==> config.mk <==
export PLATFORM = sky130hd
export DESIGN_NAME = imem_loader_flat
export DESIGN_NICKNAME = d
export VERILOG_FILES = /design/src/rtl/imem_loader_pkg.sv /design/src/rtl/imem_loader_if.sv /design/src/rtl/imem_byte_packer.sv /design/src/rtl/imem_loader.sv /design/src/flat_wrapper.sv
export SDC_FILE = /design/constraint.sdc
export NUM_CORES = 1
export LEC_CHECK = 0
export CAP_MARGIN = 20
export CORE_ASPECT_RATIO = 1.1
export CORE_MARGIN = 8
export CORE_UTILIZATION = 58
export CTS_BUF_LIST = sky130_fd_sc_hd__clkbuf_8
export CTS_CLUSTER_DIAMETER = 200
export DETAILED_ROUTE_END_ITERATION = 6
export PLACE_DENSITY = 0.95
export SLEW_MARGIN = 20
export SYNTH_ARGS = -nofsm -noshare
export SYNTH_HDL_FRONTEND = slang
export SYNTH_SLANG_ARGS = --single-unit
==> constraint.sdc <==
create_clock -name clk -period 5.12 [get_ports clk]
set_clock_uncertainty 0.1 [all_clocks]
set_input_delay 1.024 -clock clk [delete_from_list [all_inputs] [get_ports clk]]
set_output_delay 1.024 -clock clk [all_outputs]
set_load 0.01 [all_outputs]
==> src/rtl/imem_loader_pkg.sv <==
// Shared definitions for the instruction-memory loader and the instruction memory:
// memory geometry, loader state encoding and the big-endian byte insert helper.
// Optional checksum feature: IMEM_LOADER_CKSUM_EN adds CHECK and ERR states.
package imem_loader_pkg;

  localparam int IMEM_DEPTH  = 512;
  localparam int IMEM_ADDR_W = 9;

`ifdef IMEM_LOADER_CKSUM_EN
  typedef enum logic [2:0] {
    ST_IDLE  = 3'd0,
    ST_LOAD  = 3'd1,
    ST_DONE  = 3'd2,
    ST_CHECK = 3'd3,
    ST_ERR   = 3'd7
  } state_e;
`else
  typedef enum logic [1:0] {
    ST_IDLE = 2'd0,
    ST_LOAD = 2'd1,
    ST_DONE = 2'd2
  } state_e;
`endif

  // Place byte b into the big-endian slot picked by lane (lane 0 is the MSB).
  function automatic logic [31:0] insert_byte(input logic [31:0] word,
                                              input logic [1:0]  lane,
                                              input logic [7:0]  b);
    logic [31:0] w;
    w = word;
    case (lane)
      2'd0:    w[31:24] = b;
      2'd1:    w[23:16] = b;
      2'd2:    w[15:8]  = b;
      default: w[7:0]   = b;
    endcase
    return w;
  endfunction

endpackage

==> src/rtl/imem_loader_if.sv <==
// Byte-stream handshake and instruction-memory write bus of the loader.
// master: the byte source / memory side; slave: the loader itself.
import imem_loader_pkg::*;

interface imem_loader_if #(
  parameter int ADDR_W = IMEM_ADDR_W
);
  logic [7:0]        byte_in;
  logic              byte_valid;
  logic              byte_last;
  logic              byte_ready;
  logic              imem_we;
  logic [ADDR_W-1:0] imem_addr;
  logic [31:0]       imem_wdata;

  modport master (
    output byte_in, byte_valid, byte_last,
    input  byte_ready, imem_we, imem_addr, imem_wdata
  );

  modport slave (
    input  byte_in, byte_valid, byte_last,
    output byte_ready, imem_we, imem_addr, imem_wdata
  );
endinterface

==> src/rtl/imem_byte_packer.sv <==
// Packs accepted bytes into big-endian 32-bit words. A word is emitted (one-cycle
// word_valid pulse) the cycle after its lane-3 byte, or after a byte_last byte in
// any lane, in which case the unfilled low bytes are zero.
import imem_loader_pkg::*;

module imem_byte_packer (
  input  logic        clk,
  input  logic        R,
  input  logic        clear,
  input  logic        xfer,
  input  logic [7:0]  byte_in,
  input  logic        byte_last,
  output logic        word_valid,
  output logic [31:0] word,
  output logic        word_last
);

  logic [1:0]  lane_q, lane_d;
  logic [31:0] acc_q, acc_d;
  logic        word_valid_q, word_valid_d;
  logic [31:0] word_q, word_d;
  logic        word_last_q, word_last_d;
  logic [31:0] merged;

  // Next lane/accumulator state; the accumulator restarts at zero after each word
  // so a short final word is zero-padded for free.
  always_comb begin
    lane_d       = lane_q;
    acc_d        = acc_q;
    word_valid_d = 1'b0;
    word_d       = word_q;
    word_last_d  = 1'b0;
    merged       = insert_byte(acc_q, lane_q, byte_in);
    if (clear) begin
      lane_d = 2'd0;
      acc_d  = '0;
    end else if (xfer) begin
      if (lane_q == 2'd3 || byte_last) begin
        word_d       = merged;
        word_valid_d = 1'b1;
        word_last_d  = byte_last;
        lane_d       = 2'd0;
        acc_d        = '0;
      end else begin
        acc_d  = merged;
        lane_d = lane_q + 2'd1;
      end
    end
  end

  // Register packer state; reset discards any partial or pending word.
  always_ff @(posedge clk) begin
    if (R) begin
      lane_q       <= 2'd0;
      acc_q        <= '0;
      word_valid_q <= 1'b0;
      word_q       <= '0;
      word_last_q  <= 1'b0;
    end else begin
      lane_q       <= lane_d;
      acc_q        <= acc_d;
      word_valid_q <= word_valid_d;
      word_q       <= word_d;
      word_last_q  <= word_last_d;
    end
  end

  assign word_valid = word_valid_q;
  assign word       = word_q;
  assign word_last  = word_last_q;

endmodule

==> src/rtl/imem_loader.sv <==
// Instruction-memory loader: receives the program image as a byte stream, writes
// packed words to consecutive word addresses from BASE_WORD and holds the CPU
// pipeline in reset (cpu_hold) until the whole image is in memory.
// Optional: define IMEM_LOADER_CKSUM_EN to require a trailing XOR checksum byte.
import imem_loader_pkg::*;

module imem_loader #(
  parameter int DEPTH     = IMEM_DEPTH,
  parameter int ADDR_W    = IMEM_ADDR_W,
  parameter int BASE_WORD = 0
) (
  input  logic            clk,
  input  logic            R,
  input  logic            start,
  imem_loader_if.slave    bus,
  output logic            cpu_hold,
  output logic            done,
  output logic [ADDR_W:0] word_count,
  output logic            overflow
`ifdef IMEM_LOADER_CKSUM_EN
  , output logic          cksum_err
`endif
);

  localparam logic [ADDR_W:0]   DEPTH_C = (ADDR_W+1)'(DEPTH);
  localparam logic [ADDR_W-1:0] BASE_C  = ADDR_W'(BASE_WORD);

  state_e            state_q, state_d;
  logic              byte_ready_q, byte_ready_d;
  logic [ADDR_W-1:0] addr_q, addr_d;
  logic [ADDR_W:0]   count_q, count_d;
  logic              overflow_q, overflow_d;
  logic              cpu_hold_q, cpu_hold_d;
  logic              done_q, done_d;
`ifdef IMEM_LOADER_CKSUM_EN
  logic [7:0]        xsum_q, xsum_d;
  logic              cksum_err_q, cksum_err_d;
`endif

  logic        xfer, load_xfer, full, restart, clear;
  logic        word_valid, word_last;
  logic [31:0] word;

  assign xfer      = bus.byte_valid && byte_ready_q;
  assign load_xfer = xfer && (state_q == ST_LOAD);
  // Memory is full once DEPTH words are in; further commits are dropped.
  assign full      = (count_q >= DEPTH_C);

  imem_byte_packer u_packer (
    .clk        (clk),
    .R          (R),
    .clear      (clear),
    .xfer       (load_xfer),
    .byte_in    (bus.byte_in),
    .byte_last  (bus.byte_last),
    .word_valid (word_valid),
    .word       (word),
    .word_last  (word_last)
  );

  // FSM next state, address/count bookkeeping and registered status outputs.
  always_comb begin
    state_d      = state_q;
    byte_ready_d = byte_ready_q;
    addr_d       = addr_q;
    count_d      = count_q;
    overflow_d   = overflow_q;
    clear        = 1'b0;
`ifdef IMEM_LOADER_CKSUM_EN
    xsum_d       = xsum_q;
    restart      = start && (state_q == ST_IDLE || state_q == ST_DONE || state_q == ST_ERR);
    if (load_xfer) xsum_d = xsum_q ^ bus.byte_in;
`else
    restart      = start && (state_q == ST_IDLE || state_q == ST_DONE);
`endif

    // A committed word advances the address; past the end it only flags overflow.
    if (word_valid) begin
      if (!full) begin
        addr_d  = addr_q + ADDR_W'(1);
        count_d = count_q + (ADDR_W+1)'(1);
      end else begin
        overflow_d = 1'b1;
      end
    end

    case (state_q)
      ST_LOAD: begin
        if (load_xfer && bus.byte_last) begin
`ifdef IMEM_LOADER_CKSUM_EN
          state_d = ST_CHECK;
`else
          byte_ready_d = 1'b0;
`endif
        end
`ifndef IMEM_LOADER_CKSUM_EN
        // Release only after the final word has been committed.
        if (word_valid && word_last) state_d = ST_DONE;
`endif
      end
`ifdef IMEM_LOADER_CKSUM_EN
      // The checksum byte arrives no earlier than the final commit cycle,
      // so DONE is still entered after the last write.
      ST_CHECK: begin
        if (xfer) begin
          byte_ready_d = 1'b0;
          state_d      = (bus.byte_in == xsum_q) ? ST_DONE : ST_ERR;
        end
      end
`endif
      default: ;
    endcase

    if (restart) begin
      state_d      = ST_LOAD;
      byte_ready_d = 1'b1;
      addr_d       = BASE_C;
      count_d      = '0;
      overflow_d   = 1'b0;
      clear        = 1'b1;
`ifdef IMEM_LOADER_CKSUM_EN
      xsum_d       = '0;
`endif
    end

    cpu_hold_d = (state_d != ST_DONE);
    done_d     = (state_d == ST_DONE);
`ifdef IMEM_LOADER_CKSUM_EN
    cksum_err_d = (state_d == ST_ERR);
`endif
  end

  // Control and status registers with synchronous reset.
  always_ff @(posedge clk) begin
    if (R) begin
      state_q      <= ST_IDLE;
      byte_ready_q <= 1'b0;
      addr_q       <= BASE_C;
      count_q      <= '0;
      overflow_q   <= 1'b0;
      cpu_hold_q   <= 1'b1;
      done_q       <= 1'b0;
`ifdef IMEM_LOADER_CKSUM_EN
      xsum_q       <= '0;
      cksum_err_q  <= 1'b0;
`endif
    end else begin
      state_q      <= state_d;
      byte_ready_q <= byte_ready_d;
      addr_q       <= addr_d;
      count_q      <= count_d;
      overflow_q   <= overflow_d;
      cpu_hold_q   <= cpu_hold_d;
      done_q       <= done_d;
`ifdef IMEM_LOADER_CKSUM_EN
      xsum_q       <= xsum_d;
      cksum_err_q  <= cksum_err_d;
`endif
    end
  end

  assign bus.byte_ready = byte_ready_q;
  assign bus.imem_we    = word_valid && !full;
  assign bus.imem_addr  = addr_q;
  assign bus.imem_wdata = word;
  assign cpu_hold       = cpu_hold_q;
  assign done           = done_q;
  assign word_count     = count_q;
  assign overflow       = overflow_q;
`ifdef IMEM_LOADER_CKSUM_EN
  assign cksum_err      = cksum_err_q;
`endif

endmodule

==> src/flat_wrapper.sv <==
// flat-port wrapper written by rule: the top's interface ports become plain ports
module imem_loader_flat 
#(
  parameter int DEPTH     = IMEM_DEPTH,
  parameter int ADDR_W    = IMEM_ADDR_W,
  parameter int BASE_WORD = 0
)
  (clk, R, start, cpu_hold, done, word_count, overflow, bus_byte_in, bus_byte_valid, bus_byte_last, bus_byte_ready, bus_imem_we, bus_imem_addr, bus_imem_wdata);
  imem_loader_if #(.ADDR_W(ADDR_W)) bus_i ();
  input  logic clk;
  input  logic R;
  input  logic start;
  output logic cpu_hold;
  output logic done;
  output logic [ADDR_W:0] word_count;
  output logic overflow;
  input wire logic [$bits(bus_i.byte_in)-1:0] bus_byte_in;
  input wire logic [$bits(bus_i.byte_valid)-1:0] bus_byte_valid;
  input wire logic [$bits(bus_i.byte_last)-1:0] bus_byte_last;
  output wire logic [$bits(bus_i.byte_ready)-1:0] bus_byte_ready;
  output wire logic [$bits(bus_i.imem_we)-1:0] bus_imem_we;
  output wire logic [$bits(bus_i.imem_addr)-1:0] bus_imem_addr;
  output wire logic [$bits(bus_i.imem_wdata)-1:0] bus_imem_wdata;
  assign bus_i.byte_in = bus_byte_in;
  assign bus_i.byte_valid = bus_byte_valid;
  assign bus_i.byte_last = bus_byte_last;
  assign bus_byte_ready = bus_i.byte_ready;
  assign bus_imem_we = bus_i.imem_we;
  assign bus_imem_addr = bus_i.imem_addr;
  assign bus_imem_wdata = bus_i.imem_wdata;
  imem_loader #(.DEPTH(DEPTH), .ADDR_W(ADDR_W), .BASE_WORD(BASE_WORD)) u_core (.clk(clk), .R(R), .start(start), .bus(bus_i), .cpu_hold(cpu_hold), .done(done), .word_count(word_count), .overflow(overflow));
endmodule
**Word-level counts from Yosys, hierarchy flattened**

Cells that the tools add are included.

- Reduce and logical (&&, ||, !) cells: 22
- Equal/unequal tests: 7
- $add $sub $neg: 3
- Bitwise operators: 4
- Mux-type cells: 14
- Order comparisons: 1

Operators with widths:

| cell | number |
|---|---|
| 32-bit 2-to-1 mux | 1 |
| 8-bit 2-to-1 mux | 4 |
| 10-bit by 1-bit adder with 10-bit output, second input constant | 1 |
| 10-bit greater-or-equal comparator, second input constant | 1 |
| 9-bit by 1-bit adder with 9-bit output, second input constant | 1 |
| 2-bit == test, second input constant | 4 |
| 2-bit 2-to-1 mux | 4 |
| 1-bit logical AND | 6 |
| 2-bit AND reduction | 3 |
| 3-bit OR reduction | 2 |
| 1-bit 2-to-1 mux | 5 |
| 2-bit by 1-bit == test with 1-bit output, second input constant | 2 |
| 2-bit logical NOT | 2 |
| 1-bit NOT | 4 |
| 2-bit nonzero test | 2 |
| 2-bit OR reduction | 2 |
| 4-bit OR reduction | 1 |
| 3-bit AND reduction | 1 |
| 2-bit by 1-bit adder with 2-bit output, second input constant | 1 |
| 1-bit logical OR | 2 |
| 2-bit != test, second input constant | 1 |
| 1-bit logical NOT | 1 |

- Output and inout bits: 56
- Logic and storage cells: 63
- Register bits after elaboration: 93
- Input port bits: 13

**Logic depth before layout (Yosys ltp)**

- Depth in word-level cells: 6
- Depth in mapped cells: 7
- Depth with buffers taken out: 4

**By module**

From an unflattened synthesis, not the netlist that was laid out.

- Cells, all modules: 430
- Area total of the unflattened synthesis: 4,002.6 µm²

Modules (own cells, without submodules):

| module | seq. area each (µm²) | times used | area each (µm²) | cells an instance |
|---|---|---|---|---|
| imem_byte_packer | 1,361.3 | 1 | 2,932.8 | 306 |
| imem_loader | 500.5 | 1 | 1,069.8 | 124 |

**Worst setup path before layout**

No wires, ideal clock.

- Path type: input to register
- From: input bus_byte_valid
- To: register u_core.u_packer.word_q[10] (netlist: u_core.u_packer.word[10])
- Library setup time: 0.138 ns
- Path buffers: 1
- Stages on the path: 4
- Arrival time: 1.814 ns
- Data required time: 4.882 ns
- Path slack: 3.068 ns
- Cells stage by stage: nand4b_1 > nor2_1 > clkbuf_1 > a211oi_1

- Longest elaborated chain between the ends: 3

RTL lines:

| element | line | source |
|---|---|---|
| start: declaration | flat_wrapper.sv:18 | `input wire logic [$bits(bus_i.byte_valid)-1:0] bus_byte_valid;` |
| 1-bit logical AND | imem_loader.sv:44 | `assign xfer = bus.byte_valid && byte_ready_q;` |
| 1-bit logical AND | imem_loader.sv:45 | `assign load_xfer = xfer && (state_q == ST_LOAD);` |
| 3-bit AND reduction (no source line) | -- |  |
| end signal: assignment | imem_byte_packer.sv:63 | `word_q <= word_d;` |
| end: declaration | imem_byte_packer.sv:21 | `logic [31:0] word_q, word_d;` |

Every way passes these cells.
A chain may end at the register's enable or synchronous reset.

**Worst setup path in the final report**

- From: register u_core.u_packer.word_valid_q (netlist: u_core.u_packer.word_valid)
- To: output bus_imem_we

- Longest elaborated chain between the ends: 1

RTL lines:

| element | line | source |
|---|---|---|
| start: declaration | imem_byte_packer.sv:20 | `logic word_valid_q, word_valid_d;` |
| start signal: assignment | imem_byte_packer.sv:62 | `word_valid_q <= word_valid_d;` |
| 1-bit logical AND | imem_loader.sv:163 | `assign bus.imem_we = word_valid && !full;` |
| end: declaration | flat_wrapper.sv:21 | `output wire logic [$bits(bus_i.imem_we)-1:0] bus_imem_we;` |

Every way passes these cells.

==> flow_summary.toml <==
[status]
run_status = "completed"

[timing]
hold_slack_ns = 0.385
report.final.setup_viol = 0
timing_hold_violations_final = 0
layout_worst_path_cycle_share_pct = 57.2
unrepaired_setup_endpoints_after_global_routing = "false"
max_slew.worst_pin.slew_ns = 0.786
timing.slew.headroom_pct = 47.6
achievable-frequency_mhz = 341
maxSlewViolCount = 0
finalSetupTns_ns = 0
final.min_clock_period_ns = 2.93

[final_layout]
diodes = 0
area_growth_from_synthesis_to_final_layout_pct = 23.7
drive_above_1_share_pct = 6.38
final_nets = 454
fin_area_um2 = 4760

[logic_synthesis]
synth_cell_types = 39
synth.largest_area_cell = "sky130_fd_sc_hd__dfxtp_1"
yosysTopAreaCellShare_pct = 48.3
synthesis.area_per_instance_um2 = 10.1
synth_adder_area_share_pct = 2.27
seq_area_frac_synth_pct = 48.3
synth_enable_flop_cells = 0
netlist_area_um2 = 3850
ys_ff_latch = 93
share_of_synthesized_registers_carrying_an_async_set_or_reset_pct = 0
yosys.area_share.xor_xnor_pct = 0.682
postSynth.topFlopCell = "sky130_fd_sc_hd__dfxtp_1"
synthMuxAreaShare_pct = 8.58
synth.most_common_cell = "sky130_fd_sc_hd__dfxtp_1"
ys_top_cells_by_count = "sky130_fd_sc_hd__dfxtp_1 (93), sky130_fd_sc_hd__a21oi_1 (51), sky130_fd_sc_hd__mux2i_1 (33)"
synth_nets = 401
synthesis.instances = 381
netlist_top_cells_area = "sky130_fd_sc_hd__dfxtp_1 (48%), sky130_fd_sc_hd__mux2i_1 (8.6%), sky130_fd_sc_hd__a21oi_1 (6.6%)"
area_fraction_in_compound_gates_after_synthesis_pct = 22.8
combinational_family_with_the_most_area_after_synthesis = "compound AO/OA/AOI/OAI gates"
synth_warnings = 0
synth_simple_gate_area_share_pct = 11.7

[global_routing]
global_route.overflow_total = 0
grtUsageTotal_pct = 21.5
grt_pass1_wl_um = 16200
first_global_vias = 3286
antenna_found_initial = 0
grt_start_max_net_pins = 42

[power_and_ir_drop]
powerDensity_nw_per_um2 = 303
p_clk_share_pct = 43.4
power.share.sequential_pct = 50.9
power.internal_mw = 1.13
vdd.ir_drop.worst_uv = 212
p_leak_nw = 1.61
report.power.total_mw = 1.44
power.switching_fraction_pct = 21.5
total_switching_power_uw = 310
power.combinational.fraction_pct = 5.7

[clock_network]
cts-root-to-sink-buffers = 2
sink_count = 93
cts_made_buffers = 9
cts_setup_buffers = 0
htree_levels = 3
holdBufCountCts = 0
ctsResizeCount = 0
clk_root_buffer_cell = "sky130_fd_sc_hd__clkbuf_8"
clock_tree_from_tritoncts = "done"
clkTransAtPathRegs_ns = 0.09
clkLatencyLatePin_ns = 0.36

[run]
maxCapViolations = 0

[setup_path]
path_class = "reg -> out"
timing.critical_path.required_ns = 4.00
worstSetupEndpointType = "primary output"
timing.critical_path.arrival_ns = 1.81
timing.critical_path.fanout_max = 11
crit_path_start_kind = "register"
rrSetupSlack_ns = 2.62

[detailed_routing]
drt-wirelength-per-cell_um = 19.1
vias = 3249
wl_um = 9960
drt.antenna.violating_nets = 0
first_pass_iters = 5
detail_route.vias_per_cell = 6.24
drtIter0Drc = 183
post-route-drc-count = 0

[placed_design]
detailed_place.area_um2 = 4500
post-dp-hpwl_um = 6800
gp_routability_congestion = 0.844
port_buffers = 68

[die]
die-area_um2 = 9510
die_width_um = 93.7
design.core.area_um2 = 6520
chipHeight_um = 101
start_util_pct = 59.1
io_pins = 69
row_count = 31

[hold_path]
worst_hold_path_type = "reg -> reg"
==> per-layer routing <==
metal | wire (um) | global-route usage, % | up-vias
li1 | - | - | 1533
met1 | 3940 | 23.2 | 1576
met2 | 5080 | 37.2 | 109
met3 | 619 | 5.41 | 31
met4 | 319 | 12.5 | 0
met5 | 0 | 0 | -
==> cell type report <==
type	instances	area, um2
flip-flops and latches	93	1860
clock buffers	9	124
multi-input cells	246	1780
inverters	13	48.8
fillers	476	1750
repair buffers	71	711
well taps	82	103
clock inverters	7	138
==> through the flow <==
stage | utilization [%] | std cells | worst slack, ns
after global routing | 73.1 | 521 | 2.06
after detailed placement | 69.1 | 505 | 1.98
final | 73.1 | 521 | 2.19
after floorplan | - | 381 | 3.07
after CTS | 73.1 | 521 | 2.18
after global placement | 68.8 | 504 | 2.01
==> final timing paths <==
| kind | startpoint | cells past startpoint | endpoint |
|---|---|---|---|
| setup / recovery | u_core.u_packer.word_valid$_SDFF_PP0_ | 3 | bus_imem_we |
| hold / removal | u_core.overflow$_SDFFE_PP0P_ | 2 | u_core.overflow$_SDFFE_PP0P_ |
| setup reg to reg | u_core.u_packer.lane_q[1]$_SDFFE_PP0N_ | 4 | u_core.u_packer.acc_q[2]$_SDFFE_PP0N_ |
| hold reg to reg | u_core.overflow$_SDFFE_PP0P_ | 2 | u_core.overflow$_SDFFE_PP0P_ |
==> power groups by stage <==
stage / clock network (mW) / logic (mW) / registers [mW]
detailed placement: 0 / 0.0801 / 0.751
global route: 0.666 / 0.0878 / 0.735
global placement: 0 / 0.0770 / 0.751
finish: 0.625 / 0.0826 / 0.734
floorplan: 0 / 0.0432 / 0.753
CTS: 0.629 / 0.0817 / 0.734
==> sequential cells by signal (all words and copies together) (netlist names) <==
name and flops:
u_core.u_packer.acc_q 32, u_core.u_packer.word 32, u_core.word_count 10, u_core.bus.imem_addr 9, u_core.state_q 2, u_core.u_packer.lane_q 2, u_core.bus.byte_ready 1, u_core.cpu_hold 1
u_core.done 1, u_core.overflow 1, u_core.u_packer.word_last 1, u_core.u_packer.word_valid 1
==> kinds of logic (layout without fill, tap and decap cells) <==
group           after synthesis  in the layout
mux                          33             33
buf+inv                      42            100
flops                        93             93
compound gates              125            125
xor+xnor                      3              3
fa+ha+maj                     7              7
simple gates                 78             78
==> worst max-delay path: stages (launching register included) <==
cell	delay [ns]
sky130_fd_sc_hd__dfxtp_1	0.49
sky130_fd_sc_hd__nand2b_2	0.20
sky130_fd_sc_hd__inv_1	0.19
sky130_fd_sc_hd__clkdlybuf4s50_1	0.56
==> cells in the final DEF (no fill, tap or decap), drive strengths merged <==
cell           instances
a211oi                32
a21o                   1
a21oi                 52
a32o                  24
and3                  19
and4b                  1
buf                    3
bufinv                 4
clkbuf                 9
clkdlybuf4s50         68
clkinv                 1
dfxtp                 93
ha                     7
inv                   15
mux2i                 33
nand2                 14
nand2b                 3
nand3                  7
nand3b                 2
nand4                  2
nand4b                 3
nor2                   9
nor2b                  1
nor3                   1
nor3b                  1
nor4                   2
o21a                   1
o21ai                 11
o31ai                  4
or2                    1
or3                    8
or4                    4
xnor2                  2
xor2                   1
No activity file was read; power rests on OpenSTA's default activity.
